[src/rtl/abc_buffer.sv]
//------------------------------------------------------------------------------
// abc_buffer : DEPTH-entry FIFO for 3-bit ABC result words. Optional macro
//              ABC_BUFFER_PARITY_EN adds a stored even-parity bit and out_par.
// Revision   : 1.0
//------------------------------------------------------------------------------
`default_nettype none

module abc_buffer #(
    parameter int DEPTH = 4
) (
    input  logic                       Clock,
    input  logic                       Reset_b,
    input  logic [2:0]                 ABC,
    input  logic                       in_valid,
    output logic                       in_ready,
    output logic [2:0]                 out_ABC,
    output logic                       out_valid,
    input  logic                       out_ready,
    output logic [$clog2(DEPTH+1)-1:0] count
`ifdef ABC_BUFFER_PARITY_EN
    ,
    output logic                       out_par
`endif
);

    localparam int PTR_W = $clog2(DEPTH);
    localparam int CNT_W = $clog2(DEPTH + 1);
`ifdef ABC_BUFFER_PARITY_EN
    localparam int ENTRY_W = 4;
`else
    localparam int ENTRY_W = 3;
`endif
    localparam logic [CNT_W-1:0] FULL_CNT = CNT_W'(DEPTH);
    localparam logic [CNT_W-1:0] ONE_CNT  = CNT_W'(1);
    localparam logic [PTR_W-1:0] ONE_PTR  = PTR_W'(1);

    logic [ENTRY_W-1:0] r_mem [DEPTH];
    logic [PTR_W-1:0]   r_wr_ptr;
    logic [PTR_W-1:0]   r_rd_ptr;
    logic [CNT_W-1:0]   r_count;
    logic [ENTRY_W-1:0] r_last;

    logic               w_wr;
    logic               w_rd;
    logic [ENTRY_W-1:0] w_entry;
    logic [ENTRY_W-1:0] w_head;
    logic [ENTRY_W-1:0] w_out;

    assign in_ready  = (r_count != FULL_CNT);
    assign out_valid = (r_count != '0);
    assign count     = r_count;

    assign w_wr = in_valid & in_ready;
    assign w_rd = out_valid & out_ready;

`ifdef ABC_BUFFER_PARITY_EN
    assign w_entry = {^ABC, ABC};
`else
    assign w_entry = ABC;
`endif

    // When empty, keep showing the last word handed out (zero after reset)
    // rather than whatever stale entry the read pointer now lands on.
    assign w_head  = r_mem[r_rd_ptr];
    assign w_out   = out_valid ? w_head : r_last;
    assign out_ABC = w_out[2:0];
`ifdef ABC_BUFFER_PARITY_EN
    assign out_par = w_out[3];
`endif

    always_ff @(posedge Clock) begin
        if (w_wr) begin
            r_mem[r_wr_ptr] <= w_entry;
        end
    end

    always_ff @(posedge Clock or negedge Reset_b) begin
        if (!Reset_b) begin
            r_wr_ptr <= '0;
            r_rd_ptr <= '0;
            r_count  <= '0;
            r_last   <= '0;
        end else begin
            if (w_wr) begin
                r_wr_ptr <= r_wr_ptr + ONE_PTR;
            end
            if (w_rd) begin
                r_rd_ptr <= r_rd_ptr + ONE_PTR;
                r_last   <= w_head;
            end
            case ({w_wr, w_rd})
                2'b10:   r_count <= r_count + ONE_CNT;
                2'b01:   r_count <= r_count - ONE_CNT;
                default: r_count <= r_count;
            endcase
        end
    end

endmodule

`default_nettype wire

[config.mk]
export PLATFORM = sky130hd
export DESIGN_NAME = abc_buffer
export DESIGN_NICKNAME = d
export VERILOG_FILES = /design/src/rtl/abc_buffer.sv
export SDC_FILE = /design/constraint.sdc
export NUM_CORES = 1
export LEC_CHECK = 0
export ABC_AREA = 0
export CAP_MARGIN = 0
export CORE_ASPECT_RATIO = 1.5
export CORE_UTILIZATION = 47
export DETAILED_ROUTE_END_ITERATION = 12
export GPL_TIMING_DRIVEN = 1
export PLACE_DENSITY = 0.74
export SLEW_MARGIN = 20
export SYNTH_ARGS = -nofsm -noshare
export SYNTH_HDL_FRONTEND = slang
export SYNTH_SLANG_ARGS = --single-unit
[constraint.sdc]
create_clock -name Clock -period 2.05 [get_ports Clock]
set_clock_uncertainty 0.2 [all_clocks]
set_input_delay 0.41 -clock Clock [delete_from_list [all_inputs] [get_ports Clock]]
set_output_delay 0.41 -clock Clock [all_outputs]
set_load 0.05 [all_outputs]
## Yosys cells after proc, flatten, opt, wreduce, memory -nomap -nowiden

Memory sizes are Yosys's and may differ from the RTL's.
Index checks and enable logic that the tools add are counted.

- Register bits: 10
- Bits in writable memories: 12
- Memories: 1

Memories:

| name | words | bits a word | read ports | clocked after Yosys merged registers in | write ports | RTL line | source |
|---|---|---|---|---|---|---|---|
| r_mem | 4 | 3 | 1 | 0 | 1 | 37 | `logic [ENTRY_W-1:0] r_mem [DEPTH];` |

- Add/subtract/negate cells: 4
- Equality and inequality tests: 3
- Mux-type cells: 4
- Bitwise operators: 2
- Reduce and logical (&&, ||, !) cells: 2

Operator list:

| cell | count |
|---|---|
| one-hot mux 3 bit (2 select lines) | 1 |
| adder 2 x 1 -> 2 bit (second input constant) | 2 |
| adder 3 x 1 -> 3 bit (second input constant) | 1 |
| two-way mux 3 bit | 1 |
| inequality test 3 bit (second input constant) | 1 |
| nonzero test 3 bit | 1 |
| subtractor 3 x 1 -> 3 bit (second input constant) | 1 |
| AND 1 bit | 2 |
| == test 2 x 1 -> 1 bit (second input constant) | 1 |
| == test 2 bit (second input constant) | 1 |
| two-way mux 1 bit | 2 |
| nonzero test 2 bit | 1 |

## Depth between registers and ports, before layout

- Depth after elaboration: 4
- Mapped depth: 9
- Mapped depth without buffers: 9

## Least setup slack after synthesis

OpenSTA, ideal clock, no wires.

- Kind: reg-to-reg
- Start: reg r_count[2], in the netlist count[2]
- End: reg r_count[2], in the netlist count[2]
- Library setup time: 0.082 ns
- Arrival: 2.423 ns
- Slack: -0.656 ns
- Stages on the path, launching flop included: 10
- Buffers on the path: 0
- Period minus slack after synthesis: 2.706 ns
- Cells stage by stage: dfrtp_1 > or3b_4 > and2_4 > inv_1 > ha_1 > inv_1 > fa_1 > xor2_1 > nor2_1 > xor2_1

- Word-level cells in the longest chain between the ends: 4

RTL lines:

| item | RTL line | source |
|---|---|---|
| start: declaration | 40 | `logic [CNT_W-1:0] r_count;` |
| start signal: assignment | 92 | `2'b10: r_count <= r_count + ONE_CNT;` |
| start signal: assignment | 93 | `2'b01: r_count <= r_count - ONE_CNT;` |
| start signal: assignment | 94 | `default: r_count <= r_count;` |
| inequality test 3 bit * | 49 | `assign in_ready = (r_count != FULL_CNT);` |
| net in_ready | 15 | `output logic in_ready,` |
| AND 1 bit * | 53 | `assign w_wr = in_valid & in_ready;` |
| == test 2 x 1 -> 1 bit or == test 2 bit (tied branches) | 91 | `case ({w_wr, w_rd})` |
| one-hot mux 3 bit (2 select lines) or nonzero test 2 bit (tied branches) | - |  |

Mark *: on every way through the listed nets, which the timed path passes. The rest lies on a longest branch.
A chain may end at the register's enable or synchronous reset.

## Worst setup path in the final report

- Start: reg r_count[0], in the netlist count[0]
- End: out out_ABC[1]

- Word-level cells in the longest chain between the ends: 2

RTL lines:

| item | RTL line | source |
|---|---|---|
| nonzero test 3 bit | 50 | `assign out_valid = (r_count != '0);` |
| two-way mux 3 bit | 65 | `assign w_out = out_valid ? w_head : r_last;` |
| end: declaration | 16 | `output logic [2:0] out_ABC,` |

No other way between the ends.

==> impl_results.md <==
* Outcome: finished with violations
* Failing checks: setup timing
* CP Max Fanout at 4
* Root Buffer: clkbuf_4
* Critical Path RT at 1.44 ns
* Max incr delay on CP at 0.43 ns
* Worst-Margin Slew at 0.511 ns
* GRT met1 Usage at 19.3%
* Syn Std Cell Area at 1020 µm²
* #FFs+latches synth at 22
* Rel. slew slack at 65.9%
* CTS tree: done
* Vias per std cell at 5.17
* Vias in the first global route at 652
* Met3 Use GR at 2.26%
* GRT Max-Usage Layer: met2
* Met2 Use GR at 32.7%
* CP Class: flip-flop to output port
* WL final at 1760 µm
* Die Y at 59.2 µm
* Clock Tree Buf Depth at 2
* Tmin final at 2.33 ns
* Netlist cell types at 20
* Max Cap Violations at 0
* CP Capture Type: output port
* # diodes at 0
* Placed Instances at 107
* Total global routing track utilization at 18.2%
* TNS Setup at -1.00 ns
* Startpoint class of the critical path: flip-flop
* Synthesized area per cell at 15.8 µm²
* # clock sinks at 22
* Per-cell routed wire length at 15.4 µm
* Antenna viol nets, final at 0
* Initial antenna violation count at 0
* Cts bufs inserted at 3
* IO Port Bufs at 14
* Num rows at 20
* # nets final at 106
* Seq/Total Area, Yosys at 59.6%
* Residual DRC at 0
* Syn_nets at 78
* # IOs at 15
* Layout Cells excl Fill at 114
* Core box area at 2050 µm²
* Pin count of the biggest net entering global routing at 13
* Fmax at 429 MHz
* Die area at 2380 µm²
* Global-route wire length before repair at 2790 µm
* CP delay by family, top: flip-flops
* Worst Hold Class: input pin to async pin
* RSZ-0062 raised after global routing: true
* Final worst slack at -0.281 ns
* Worst-path cell chain: buf_6 > or3_4 > mux2_4 > buf_8
* Worst Path Arrival at 1.72 ns
* Slowest stage cell, crit path: dfrtp_2
* DRT iter0 DRCs at 8
* Total grt overflow at 0
* P&R area growth vs syn at 32.5%
* Die X at 40.1 µm
* DR vias at 589
* Hold WS at 0.237 ns
* Setup Viol. Count Final at 5
* Final Hold Viols at 0
* Slew Limit Fails at 0
* Worst path bufs/invs at 2
* Drt pass-1 iters at 2
* Reg clk slew, reported paths at 0.11 ns
* Proportion of layout cells with a drive suffix above 1 at 54.3%
* Initial core utilization at 49.9%
* Post-Synthesis Cells at 65
* HPWL Detailed at 1330 µm
* YS warnings at 0
* Final estimated routing congestion in global placement at 0.705
* Clock latency on the worst-skew pair at 0.30 ns
* Period utilization at 114%
* H-Tree Depth at 1
==> layout by cell type, fill, tap and decap left out, drive strengths merged <==
cell type      netlist  final
clkbuf               3      3
xnor2                3      3
and3                 4      4
clkinv               0      1
or3                  1      1
dfrtp               10     10
nor2                 1      1
mux4                 3      3
fa                   1      1
edfxtp              12     12
nand2                2      2
xor2                 3      3
and2                 1      1
clkdlybuf4s50        0      6
mux2                 7      7
o21ai                1      1
or3b                 1      1
ha                   5      5
inv                  6      6
buf                  0     20
o31a                 1      1
==> cell usage after synthesis (all sizes together) <==
library cell	n	share of area [%]
o21ai	1	0.49
and3	4	2.9
edfxtp	12	35
dfrtp	10	24
or3b	1	1.1
inv	6	2.2
mux4	3	7.7
clkbuf	3	1.2
and2	1	0.85
mux2	7	8.1
ha	5	6.1
or3	1	0.61
xor2	3	2.6
xnor2	3	2.6
o31a	1	0.98
fa	1	2.0
nand2	2	0.73
nor2	1	0.37
==> cell families (layout without fill, tap and decap cells) <==
family / after synthesis / after routing / synth area share [%]
mux: 10 / 10 / 15.8
simple gates: 10 / 10 / 6.59
xor+xnor: 6 / 6 / 5.13
flops: 22 / 22 / 59.6
fa+ha+maj: 6 / 6 / 8.06
buf+inv: 9 / 36 / 3.42
compound gates: 2 / 2 / 1.46
==> repair_timing <==
action	4_1_cts	5_1_grt
resized for setup	12	7
hold endpoints to repair	0	0
setup buffers	1	2
setup endpoints to repair	7	7
hold buffers	0	0
pin swaps	3	8
==> worst reg2reg max path, delay by kind of cell, from the launching register on <==
kind                       cells  cell delay (ns)
xor gates and xnor gates       2             0.28
buffers and inverters          2             0.08
and+or+nand+nor                3             0.68
adders and majority gates      2             0.44
DFF                            1             0.43
==> flip-flops by register name, summed over array words and instances (netlist names) <==
| name | count |
|---|---|
| r_mem | 12 |
| count | 3 |
| r_last | 3 |
| r_rd_ptr | 2 |
| r_wr_ptr | 2 |
==> routing by layer <==
layer / wire length, µm / vias to the layer above / share of wire [%]
li1: - / 281 / -
met1: 666 / 297 / 38
met2: 1040 / 9 / 59
met3: 38 / 2 / 2.2
met4: 16 / 0 / 0.91
met5: 0 / - / 0
==> per-stage QoR <==
step                utilization [%]  setup slack (ns)  cell area, µm²
detailed placement             61.3            -0.222            1260
finish                         66.2            -0.281            1360
global route                   66.2            -0.345            1360
floorplan                         -            -0.440            1060
CTS                            64.1            -0.296            1320
global placement               61.3            -0.200            1260
==> cell type report <==
cell class                      instances  area [µm²]
Fill cell                             169         694
Inverter                                6        22.5
Tap cell                               22        27.5
Clock buffer                            3        22.5
Sequential cell                        22         616
Multi-Input combinational cell         34         410
Timing Repair Buffer                   26         255
Clock inverter                          1        3.75
==> worst paths after layout <==
| kind | startpoint | slack [ns] | depth (start not counted) | endpoint |
|---|---|---|---|---|
| hold reg to reg | r_last[0] | 0.32 | 1 | r_last[0] |
| hold / removal | Reset_b | 0.24 | 1 | r_rd_ptr[1] |
| setup reg to reg | count[0] | -0.15 | 9 | count[2] |
| max in group asynchronous | Reset_b | 1.04 | 1 | count[0] |
| setup / recovery | count[0] | -0.28 | 4 | out_ABC[1] |
| min in group Clock | r_last[0] | 0.32 | 1 | r_last[0] |
Power is left out: the tool's default activity adds up to more than one toggle a clock period on the data nets, which glitch-free logic cannot reach.
